<file path="config.mk">
export PLATFORM = sky130hd
export DESIGN_NAME = id_ex_reg
export DESIGN_NICKNAME = d
export VERILOG_FILES = /design/src/rtl/id_ex_reg.sv
export SDC_FILE = /design/constraint.sdc
export NUM_CORES = 1
export LEC_CHECK = 0
export CAP_MARGIN = 25
export CORE_MARGIN = 5
export CORE_UTILIZATION = 37
export CTS_CLUSTER_DIAMETER = 150
export DETAILED_ROUTE_END_ITERATION = 16
export PLACE_DENSITY = 0.77
export SLEW_MARGIN = 20
export SYNTH_ARGS = -nofsm -noshare
export SYNTH_HDL_FRONTEND = slang
export SYNTH_SLANG_ARGS = --single-unit
</file>
<file path="constraint.sdc">
create_clock -name clk -period 1.77 [get_ports clk]
set_clock_uncertainty 0.1 [all_clocks]
set_input_delay 0.354 -clock clk [delete_from_list [all_inputs] [get_ports clk]]
set_output_delay 0.354 -clock clk [all_outputs]
set_load 0.005 [all_outputs]
</file>
<file path="src/rtl/id_ex_reg.sv">
// ID/EX pipeline register: latches the decoded control bundle and operands into EX,
// detects load-use hazards, inserts bubbles, squashes on flush, and counts stall/flush events.
module id_ex_reg #(
  parameter int XLEN  = 32,
  parameter int RA_W  = 5,
  parameter int CNT_W = 16
) (
  input  logic            clk,
  input  logic            rst_n,
  input  logic            id_valid,
  input  logic [5:0]      id_ctrl,
  input  logic [XLEN-1:0] id_pc,
  input  logic [XLEN-1:0] id_rs1_data,
  input  logic [XLEN-1:0] id_rs2_data,
  input  logic [XLEN-1:0] id_imm,
  input  logic [RA_W-1:0] id_rs1,
  input  logic [RA_W-1:0] id_rs2,
  input  logic [RA_W-1:0] id_rd,
  input  logic [3:0]      id_funct,
  input  logic            flush,
  input  logic            hold,
  output logic            ex_valid,
  output logic [5:0]      ex_ctrl,
  output logic [XLEN-1:0] ex_pc,
  output logic [XLEN-1:0] ex_rs1_data,
  output logic [XLEN-1:0] ex_rs2_data,
  output logic [XLEN-1:0] ex_imm,
  output logic [RA_W-1:0] ex_rs1,
  output logic [RA_W-1:0] ex_rs2,
  output logic [RA_W-1:0] ex_rd,
  output logic [3:0]      ex_funct,
  output logic            stall,
  output logic [CNT_W-1:0] stall_cnt,
  output logic [CNT_W-1:0] flush_cnt
);

  // Control bundle bit order: {ALUSrc,MemtoReg,RegWrite,MemRead,MemWrite,Branch}
  localparam int CTRL_MEMREAD = 2;

  logic            r_valid;
  logic [5:0]      r_ctrl;
  logic [XLEN-1:0] r_pc;
  logic [XLEN-1:0] r_rs1_data;
  logic [XLEN-1:0] r_rs2_data;
  logic [XLEN-1:0] r_imm;
  logic [RA_W-1:0] r_rs1;
  logic [RA_W-1:0] r_rs2;
  logic [RA_W-1:0] r_rd;
  logic [3:0]      r_funct;
  logic [CNT_W-1:0] r_stall_cnt;
  logic [CNT_W-1:0] r_flush_cnt;

  logic w_haz;
  logic w_bubble;

  // Flow control: hold is MEM's not-ready toward us (freeze everything); stall is our
  // not-ready toward IF/ID, which must keep presenting the same instruction while it is high.
  assign w_haz = r_valid & r_ctrl[CTRL_MEMREAD] & (r_rd != '0) & id_valid &
                 ((id_rs1 == r_rd) | (id_rs2 == r_rd));
  assign w_bubble = flush | w_haz;
  assign stall    = rst_n & (hold | (w_haz & ~flush));

  always_ff @(posedge clk or negedge rst_n) begin
    if (!rst_n) begin
      r_valid     <= 1'b0;
      r_ctrl      <= '0;
      r_pc        <= '0;
      r_rs1_data  <= '0;
      r_rs2_data  <= '0;
      r_imm       <= '0;
      r_rs1       <= '0;
      r_rs2       <= '0;
      r_rd        <= '0;
      r_funct     <= '0;
      r_stall_cnt <= '0;
      r_flush_cnt <= '0;
    end else if (!hold) begin
      // Data fields load unconditionally; a bubble is marked only by valid/ctrl.
      r_pc       <= id_pc;
      r_rs1_data <= id_rs1_data;
      r_rs2_data <= id_rs2_data;
      r_imm      <= id_imm;
      r_rs1      <= id_rs1;
      r_rs2      <= id_rs2;
      r_rd       <= id_rd;
      r_funct    <= id_funct;
      if (w_bubble) begin
        r_valid <= 1'b0;
        r_ctrl  <= '0;
      end else begin
        r_valid <= id_valid;
        r_ctrl  <= id_valid ? id_ctrl : '0;
      end
      if (flush && (r_flush_cnt != '1)) begin
        r_flush_cnt <= r_flush_cnt + CNT_W'(1);
      end
      if (!flush && w_haz && (r_stall_cnt != '1)) begin
        r_stall_cnt <= r_stall_cnt + CNT_W'(1);
      end
    end
  end

  assign ex_valid    = r_valid;
  assign ex_ctrl     = r_ctrl;
  assign ex_pc       = r_pc;
  assign ex_rs1_data = r_rs1_data;
  assign ex_rs2_data = r_rs2_data;
  assign ex_imm      = r_imm;
  assign ex_rs1      = r_rs1;
  assign ex_rs2      = r_rs2;
  assign ex_rd       = r_rd;
  assign ex_funct    = r_funct;
  assign stall_cnt   = r_stall_cnt;
  assign flush_cnt   = r_flush_cnt;

endmodule
</file>
==> results of run 1 <==
## cells by family (layout without fill, tap and decap cells)
family / after synthesis / after routing / synth area share [%]
AOI/OAI and AO/OA: 13 / 13 / 1.870
buffers and inverters: 22 / 453 / 1.241
xor gates and xnor gates: 40 / 40 / 4.760
and+or+nand+nor: 72 / 72 / 5.711
adders and majority gates: 2 / 2 / 0.3399
muxes: 149 / 149 / 22.85
DFF: 186 / 186 / 63.23
## sequential cells by signal (all words and copies together), names as in the netlist
name and flops:
ex_rs1 5, ex_funct 4, ex_rs2_data 32, ex_rs2 5, ex_valid 1, ex_ctrl 6
ex_rs1_data 32, ex_rd 5, stall_cnt 16, flush_cnt 16, ex_pc 32, ex_imm 32
## worst min-delay path, stage by stage
cell     delay, ns
buf_6         0.13
nor2b_2       0.06
nand2_1       0.08
or4_4         0.14
xnor2_1       0.06
## cells in the mapped netlist (2+ instances only)
cell type / instances / share of area [%]
buf_2: 4 / 0.27
xnor2_1: 37 / 4.4
inv_1: 3 / 0.15
a32o_1: 6 / 0.82
nand3_1: 8 / 0.54
xor2_1: 3 / 0.36
clkbuf_1: 13 / 0.66
nand2_1: 9 / 0.46
ha_1: 2 / 0.34
nand4_1: 22 / 1.9
nor3_1: 5 / 0.34
dfrtp_1: 186 / 63
and3_1: 6 / 0.51
nor2b_1: 2 / 0.17
mux2_2: 148 / 23
nor2_1: 10 / 0.51
## metal layers
layer	wire [um]	up-vias	GRT usage [%]	part of all wire, %
met5	0	-	0	0
met4	503	0	5.440	2.4
met2	10910	205	31.26	52
met3	1853	36	8.079	8.8
met1	7906	2731	20.06	37
li1	-	2565	-	-
## cell type report
cell class              instances  share of cell area, %
clock inverters                13                  1.456
flip-flops and latches        186                  37.36
well taps                     265                  2.661
inverters                       3                0.09037
repair buffers                418                  33.74
multi-input cells             276                  21.22
clock buffers                  19                  3.474
## path summary, 6_finish.rpt
| path | start | depth (start not counted) | to |
|---|---|---|---|
| setup / recovery | ex_rd[1]$_DFFE_PN0N_ | 6 | stall |
| hold / removal | hold | 5 | flush_cnt[11]$_DFFE_PN0P_ |
| setup reg to reg | ex_rd[1]$_DFFE_PN0N_ | 8 | stall_cnt[1]$_DFFE_PN0P_ |
| hold reg to reg | ex_rs1_data[16]$_DFFE_PN0N_ | 1 | ex_rs1_data[16]$_DFFE_PN0N_ |
| max in group asynchronous | rst_n | 4 | ex_rs2_data[16]$_DFFE_PN0N_ |
| min in group asynchronous | rst_n | 3 | stall_cnt[8]$_DFFE_PN0P_ |
## power breakdown
| part | internal (W) | switching, W | total (W) |
|---|---|---|---|
| Sequential | 0.00466 | 0.000201 | 0.00486 |
| Clock | 0.00228 | 0.00172 | 0.00400 |
| Combinational | 0.00135 | 0.000779 | 0.00213 |
## repair_timing
action | CTS | global route
endpoints found under the hold margin | 109 | 0
pin swaps | 6 | 6
endpoints found under the setup margin | 111 | 130
hold buffers | 1 | 0
gates resized for setup | 89 | 107
gates cloned | 0 | 0
setup buffers | 21 | 7
## metrics by stage
stage               total power, W  setup TNS, ns  setup slack (ns)  std cells  hold WS, ns
CTS                        0.01117         -4.714           -0.6609       1172       0.3517
detailed placement        0.007244         -11.57           -0.6885       1118       0.3856
global placement          0.007197         -11.14           -0.6761       1118       0.3764
floorplan                 0.005606        -0.3687           -0.1876        484     -0.04159
finish                     0.01099         -6.478           -0.5967       1180       0.3477
global route               0.01150         -8.450           -0.7025       1180       0.3597
==> results.py, run 1 <==
metrics = {
    "logic_synthesis": {
        "synth_edf_count": 0,
        "avgSynthCellArea_um2": 15.21,
        "synth_seq_cells": 186,
        "syn_area_um2": 7361,
        "async_flop_share_pct": 100.0,
        "syn_inst": 484,
        "syn_nets": 644,
        "ys_types": 36,
        "synth-main-ff-cell": "dfrtp_1",
        "ys_seq_area_share_pct": 63.23,
        "ys.warnings.count": 0,
    },
    "critical_path": {
        "critPathLaunchType": "register",
        "path_buf_inv": 1,
        "cp_slowest_cell": "or4_4",
        "endpoint_kind": "primary output",
        "cp.required_ns": 1.32,
        "worstPathCellList": "or4_4 > o2111ai_4 > nor2_2 > a21oi_2 > nor2b_1 > buf_2",
        "r2r_slack_ns": -0.36,
        "crit_path_max_incr_delay_ns": 0.55,
        "cp_max_fo": 2,
        "critPathArrivalTime_ns": 1.91,
        "path_delay_family": "simple AND/OR/NAND/NOR gates",
        "path_class": "reg -> out",
    },
    "status": {
        "status": "finished with violations",
        "failed_checks": "setup timing",
    },
    "sta": {
        "fmax_mhz": 422.5,
        "relSlewSlack_pct": 59.45,
        "drv_slew": 0,
        "setup_viol": 24,
        "rsz0062_at_grt": "yes",
        "fin_ws_ns": -0.5967,
        "min_period_over_period_pct": 133.7,
        "hold_viol_final": 0,
        "final.min_clock_period_ns": 2.367,
        "worstMarginPinSlew_ns": 0.6082,
    },
    "clock_network": {
        "clockRootBuffer": "clkbuf_16",
        "path_clk_slew_ns": 0.07,
        "clock_sinks": 186,
        "clkLatencyLatePin_ns": 0.42,
        "clk_path_buf_depth": 2,
        "cts_made_buffers": 17,
        "cts.htree.levels": 4,
        "tritoncts": "built",
    },
    "power_and_ir_drop": {
        "power_density_nw_per_um2": 881.8,
        "peakVddDrop_mv": 0.6417,
        "leakagePower_nw": 6.297,
    },
    "route": {
        "drt_iter0_markers": 119,
        "wl_per_cell_um": 17.94,
        "antenna_left": 0,
        "drt-total-wl_um": 21170,
        "dr.pass1.iters": 4,
        "vias": 5537,
        "vias_per_cell": 4.692,
        "drcViolationCount": 0,
    },
    "final_layout": {
        "mostFrequentLayoutCells": "185 x dfrtp_1, 165 x clkdlybuf4s50_1, 148 x mux2_2",
        "area_delta_synth_final_pct": 69.28,
        "finalNetCount": 1062,
        "antenna_cells": 0,
        "seq_area_um2": 4656,
        "multiInputGateArea_um2": 2644,
        "final_util_pct": 63.82,
        "n_fill_cell": 1515,
        "fin_area_um2": 12460,
        "drive_above_1_share_pct": 30.16,
        "final_common_cell": "dfrtp_1",
    },
    "grt": {
        "grt_overflow": 0,
        "grt_pass1_wl_um": 32150,
        "grt_max_degree": 110,
        "grt_usage_pct": 18.08,
        "grt_antenna_before_repair": 0,
        "grt_pass1_vias": 6108,
    },
    "place": {
        "port_buffers": 344,
        "dp_hpwl_um": 15610,
        "dpl_cell_area_um2": 11430,
        "place.gp.congestion": 0.8384,
    },
    "floorplan": {
        "fp.coreArea_um2": 19530,
        "start_util_pct": 37.70,
        "die_w_um": 151.0,
        "die_h_um": 151.0,
        "ios": 345,
        "rows": 51,
        "dieArea_um2": 22810,
    },
    "job": {
        "maxCapViolCount": 0,
    },
    "hold_path": {
        "hold_class": "in -> reg",
    },
}
(Power assumes the default switching activity.)
==> run 2, diff against run 1 <==
--- a/config.mk
+++ b/config.mk
@@ -6,7 +6,6 @@
 export NUM_CORES = 1
 export LEC_CHECK = 0
 export CAP_MARGIN = 25
-export CORE_MARGIN = 5
 export CORE_UTILIZATION = 37
 export CTS_CLUSTER_DIAMETER = 150
 export DETAILED_ROUTE_END_ITERATION = 16
==> run 2 against run 1 <==
Compared with the run above:
- the flow still finishes with violations (setup timing)
- critical path depth unchanged
- global-route usage increased by 1.2 points
- combinational power increased by 3%
- first-iteration DRC count increased by 33%
- wire length decreased by 5.3%
- clock power about the same
- sequential power about the same
- via count decreased by 0.61%
- clock-buffer cell count decreased by 2
- sequential cell count unchanged
- critical path type unchanged
- highest routed layer unchanged
==> results.py, run 2 (synthesized netlist as in run 1, its figures left out) <==
metrics = {
    "final_layout": {
        "fin_area_um2": 12450,
        "final_util_pct": 63.97,
        "area_delta_synth_final_pct": 69.15,
        "n_fill_cell": 1497,
        "drive_above_1_share_pct": 29.79,
        "mostFrequentLayoutCells": "186 x dfrtp_1, 182 x clkdlybuf4s50_1, 148 x mux2_2",
        "finalNetCount": 1062,
        "final_common_cell": "dfrtp_1",
    },
    "power_and_ir_drop": {
        "p_clk_share_pct": 36.0,
        "combPwrFrac_pct": 19.9,
        "peakVddDrop_mv": 0.6520,
        "share_seq_of_total_power_pct": 44.1,
        "p_total_w": 0.01103,
        "power_density_nw_per_um2": 885.9,
        "leakagePower_nw": 6.227,
        "switching_share_pct": 24.33,
        "p_sw_w": 0.002684,
        "internal_power_w": 0.008347,
    },
    "critical_path": {
        "critPathArrivalTime_ns": 1.95,
        "startpoint": "ex_rd[1]$_DFFE_PN0N_",
        "cp.required_ns": 1.32,
        "endpoint_kind": "primary output",
        "critPathLaunchType": "register",
        "cp_max_fo": 2,
        "reg2reg_depth": 6,
        "path_class": "reg -> out",
        "r2r-start": "ex_rd[1]$_DFFE_PN0N_",
    },
    "route": {
        "wl_per_cell_um": 17.00,
        "drcViolationCount": 0,
        "vias": 5503,
        "drt-total-wl_um": 20040,
        "vias_per_cell": 4.668,
        "antenna_left": 0,
        "dr.pass1.iters": 4,
        "drt_iter0_markers": 158,
    },
    "place": {
        "dpl_cell_area_um2": 11480,
        "port_buffers": 344,
        "dp_hpwl_um": 14610,
        "place.gp.congestion": 0.8161,
    },
    "sta": {
        "worstMarginPinSlew_ns": 0.4618,
        "rsz0062_at_grt": "yes",
        "hold_viol_final": 0,
        "setup_viol": 24,
        "relSlewSlack_pct": 68.93,
        "fin_ws_ns": -0.6374,
        "fmax_mhz": 415.4,
        "final.min_clock_period_ns": 2.407,
        "drv_slew": 0,
        "min_period_over_period_pct": 136.0,
    },
    "floorplan": {
        "rows": 51,
        "start_util_pct": 37.82,
        "ios": 345,
        "fp.coreArea_um2": 19460,
        "die_w_um": 143.0,
        "die_h_um": 143.0,
        "dieArea_um2": 20460,
    },
    "grt": {
        "grt_usage_pct": 19.27,
        "grt_max_degree": 75,
        "grt_antenna_before_repair": 0,
        "grt_overflow": 0,
        "grt_pass1_wl_um": 29930,
        "grt_pass1_vias": 5711,
    },
    "hold_path": {
        "hold_class": "in -> reg",
        "hold_path_startpoint": "hold",
        "min_path_cells": 5,
    },
    "clock_network": {
        "clockRootBuffer": "clkbuf_16",
        "path_clk_slew_ns": 0.07,
        "tritoncts": "built",
        "clkLatencyLatePin_ns": 0.42,
        "cts_made_buffers": 17,
        "clk_path_buf_depth": 2,
        "cts.htree.levels": 4,
        "clock_sinks": 186,
    },
    "status": {
        "failed_checks": "setup timing",
        "status": "finished with violations",
    },
    "job": {
        "maxCapViolCount": 0,
    },
}
## run 2: final cells by class
cell class              instances  area, um2  area share [%]
clock buffers                  17      425.4           3.417
repair buffers                418       4203           33.76
diodes                          1      2.502         0.02010
well taps                     265      331.6           2.663
multi-input cells             276       2640           21.20
flip-flops and latches        186       4654           37.38
inverters                       3      11.26         0.09044
clock inverters                13      182.7           1.467
## run 2: final timing paths
path,end,slack (ns)
min in group asynchronous,stall_cnt[9]$_DFFE_PN0P_,0.38
worst max-delay path,stall,-0.64
worst min register to register,ex_ctrl[4]$_DFFE_PN0N_,0.39
worst max register to register,stall_cnt[1]$_DFFE_PN0P_,-0.23
worst min-delay path,flush_cnt[11]$_DFFE_PN0P_,0.36
max in group asynchronous,ex_rs1_data[30]$_DFFE_PN0N_,0.45
## run 2: metrics by stage
| step | setup TNS, ns | instances | setup slack [ns] | hold slack, ns |
|---|---|---|---|---|
| final | -3.099 | 1179 | -0.6374 | 0.3621 |
| after global routing | -5.413 | 1178 | -0.7411 | 0.3880 |
| after CTS | -3.561 | 1175 | -0.6749 | 0.3500 |
| after detailed placement | -12.38 | 1123 | -0.7364 | 0.2330 |
| after global placement | -11.29 | 1123 | -0.6874 | 0.2359 |
| after floorplan | -0.3687 | 484 | -0.1876 | -0.04159 |
## run 2: worst max-delay path: stages (launching register included)
cell       delay [ns]
dfrtp_1          0.38
or4_4            0.55
o2111ai_4        0.21
nor2_2           0.05
a21oi_1          0.15
nor2b_1          0.06
buf_2            0.13
## run 2: power groups by stage
| stage | sequential, W | clock, W | combinational [W] |
|---|---|---|---|
| finish | 0.00487 | 0.00397 | 0.00220 |
| global route | 0.00492 | 0.00424 | 0.00238 |
| CTS | 0.00487 | 0.00408 | 0.00226 |
| detailed placement | 0.00496 | 0 | 0.00227 |
| global placement | 0.00493 | 0 | 0.00223 |
| floorplan | 0.00502 | 0 | 0.000581 |
## run 2: layer usage
metal,wire [um],track usage [%]
met1,7685,21.99
met2,10110,32.20
met3,1872,8.115
met4,372,6.904
met5,0,0
## run 2: repair_timing
action | CTS | global route
pin swaps | 4 | 8
setup endpoints to repair | 103 | 120
hold buffers | 1 | 0
resized for setup | 80 | 101
cloned | 0 | 1
endpoints found under the hold margin | 16 | 0
buffers inserted | 21 | 2
==> run 3, diff against run 2 <==
--- a/config.mk
+++ b/config.mk
@@ -8,9 +8,11 @@
 export CAP_MARGIN = 25
 export CORE_UTILIZATION = 37
 export CTS_CLUSTER_DIAMETER = 150
+export CTS_CLUSTER_SIZE = 10
 export DETAILED_ROUTE_END_ITERATION = 16
+export MAX_ROUTING_LAYER = met4
 export PLACE_DENSITY = 0.77
-export SLEW_MARGIN = 20
+export SLEW_MARGIN = 0
 export SYNTH_ARGS = -nofsm -noshare
 export SYNTH_HDL_FRONTEND = slang
 export SYNTH_SLANG_ARGS = --single-unit
==> run 3 against run 2 <==
Compared with the run above:
- the run still ends with setup timing left
- sequential cell count stayed put
- setup slack better by 0.0014 ns
- non-clock buffer count grew 1
- die area unchanged
- sequential power about the same
- register-to-register slack about the same
- critical path depth stayed put
- wire length is essentially flat
- fmax about the same
- critical path type unchanged
- critical endpoint unchanged
- largest cell class unchanged
- largest power group unchanged
==> results.py, run 3 (synthesized netlist as in run 1, its figures left out) <==
metrics = {
    "status": {
        "status": "finished with violations",
        "failed_checks": "setup timing",
    },
    "clock_network": {
        "clock_sinks": 186,
        "clk_path_buf_depth": 2,
        "clockRootBuffer": "clkbuf_16",
        "cts_made_buffers": 17,
        "clkLatencyLatePin_ns": 0.42,
        "tritoncts": "built",
        "cts.htree.levels": 4,
        "path_clk_slew_ns": 0.07,
    },
    "route": {
        "drt-total-wl_um": 20020,
        "drcViolationCount": 0,
        "wl_per_cell_um": 16.97,
        "vias": 5497,
        "drt_iter0_markers": 166,
        "dr.pass1.iters": 4,
        "antenna_left": 0,
        "vias_per_cell": 4.658,
    },
    "grt": {
        "grt_pass1_vias": 5718,
        "grt_antenna_before_repair": 0,
        "grt_usage_pct": 19.84,
        "grt_pass1_wl_um": 29830,
        "grt_max_degree": 75,
        "grt_overflow": 0,
    },
    "sta": {
        "rsz0062_at_grt": "yes",
        "fin_ws_ns": -0.6361,
        "hold_viol_final": 0,
        "setup_tns_ns": -3.042,
        "final.min_clock_period_ns": 2.406,
        "fmax_mhz": 415.6,
        "setup_viol": 24,
        "relSlewSlack_pct": 68.93,
        "drv_slew": 0,
        "min_period_over_period_pct": 135.9,
        "worstMarginPinSlew_ns": 0.4617,
    },
    "power_and_ir_drop": {
        "power_density_nw_per_um2": 885.7,
        "leakagePower_nw": 6.232,
        "peakVddDrop_mv": 0.6498,
        "p_total_w": 0.01103,
    },
    "floorplan": {
        "ios": 345,
        "dieArea_um2": 20460,
        "die_w_um": 143.0,
        "die_h_um": 143.0,
        "fp.coreArea_um2": 19460,
        "start_util_pct": 37.82,
        "rows": 51,
    },
    "critical_path": {
        "critPathLaunchType": "register",
        "worstPathCellList": "or4_4 > o2111ai_4 > nor2_2 > a21oi_1 > nor2b_1 > buf_2",
        "critPathArrivalTime_ns": 1.95,
        "cp_max_fo": 2,
        "path_class": "reg -> out",
        "crit_path_max_incr_delay_ns": 0.55,
        "path_buf_inv": 1,
        "path_delay_family": "simple AND/OR/NAND/NOR gates",
        "cp.required_ns": 1.32,
        "cp_slowest_cell": "or4_4",
        "endpoint_kind": "primary output",
    },
    "final_layout": {
        "mostFrequentLayoutCells": "186 x dfrtp_1, 182 x clkdlybuf4s50_1, 148 x mux2_2",
        "final_common_cell": "dfrtp_1",
        "drive_above_1_share_pct": 29.87,
        "finalNetCount": 1063,
        "area_delta_synth_final_pct": 69.25,
    },
    "place": {
        "port_buffers": 344,
        "place.gp.congestion": 0.8282,
        "dp_hpwl_um": 14610,
    },
    "hold_path": {
        "hold_class": "in -> reg",
    },
    "job": {
        "maxCapViolCount": 0,
    },
}
[run 3: cell count changes in the layout (fill, tap and decap cells not counted), sizes merged]
cell	change
buf	+1
[run 3: timing repair]
action,4_1_cts,5_1_grt
hold buffers,1,0
pin swaps,4,10
setup endpoints to repair,103,121
hold endpoints to repair,16,0
resized for setup,80,101
gates cloned,0,1
buffers inserted,21,3
[run 3: layer usage]
layer	wire [um]	vias to the layer above	global-route usage, %
met2	10000	229	32.27
met1	7996	2673	22.75
li1	-	2569	-
met3	1590	26	6.774
met5	0	-	-
met4	432	0	6.904
[run 3: cell type report]
| type | count | area [um2] |
|---|---|---|
| Antenna cell | 1 | 2.502 |
| Clock buffer | 17 | 425.4 |
| Clock inverter | 13 | 182.7 |
| Fill cell | 1498 | 7004 |
| Inverter | 3 | 11.26 |
| Multi-Input combinational cell | 276 | 2640 |
| Sequential cell | 186 | 4654 |
| Tap cell | 265 | 331.6 |
| Timing Repair Buffer | 419 | 4210 |
[run 3: report_power, final]
group | switching [W] | internal (W)
sequential | 0.000208 | 0.00466
combinational | 0.000771 | 0.00143
clock | 0.00171 | 0.00226
[run 3: tightest hold or removal path: cells and delay by family]
kind                   cells  cell delay [ns]
XOR/XNOR                   1             0.06
buffers and inverters      1             0.12
AND/OR/NAND/NOR            3             0.30
[run 3: worst paths after layout]
kind	from	to	slack, ns	cells past startpoint
worst max-delay path	ex_rd[1]$_DFFE_PN0N_	stall	-0.64	6
worst min-delay path	hold	flush_cnt[11]$_DFFE_PN0P_	0.36	5
worst max register to register	ex_rd[1]$_DFFE_PN0N_	stall_cnt[1]$_DFFE_PN0P_	-0.23	6
worst min register to register	ex_ctrl[4]$_DFFE_PN0N_	ex_ctrl[4]$_DFFE_PN0N_	0.39	1
max in group asynchronous	rst_n	ex_rs1_data[30]$_DFFE_PN0N_	0.46	4
min in group asynchronous	rst_n	stall_cnt[9]$_DFFE_PN0P_	0.38	3
[run 3: through the flow]
stage / hold WS [ns] / cell area (um2) / instances / setup WS (ns) / util, %
finish: 0.3611 / 12460 / 1180 / -0.6361 / 64.01
detailed placement: 0.2330 / 11480 / 1123 / -0.7364 / 58.97
global placement: 0.2359 / 11480 / 1123 / -0.6874 / 58.97
CTS: 0.3500 / 12180 / 1175 / -0.6749 / 62.57
global route: 0.3878 / 12460 / 1179 / -0.7397 / 64.00
floorplan: -0.04159 / 7361 / 484 / -0.1876 / -
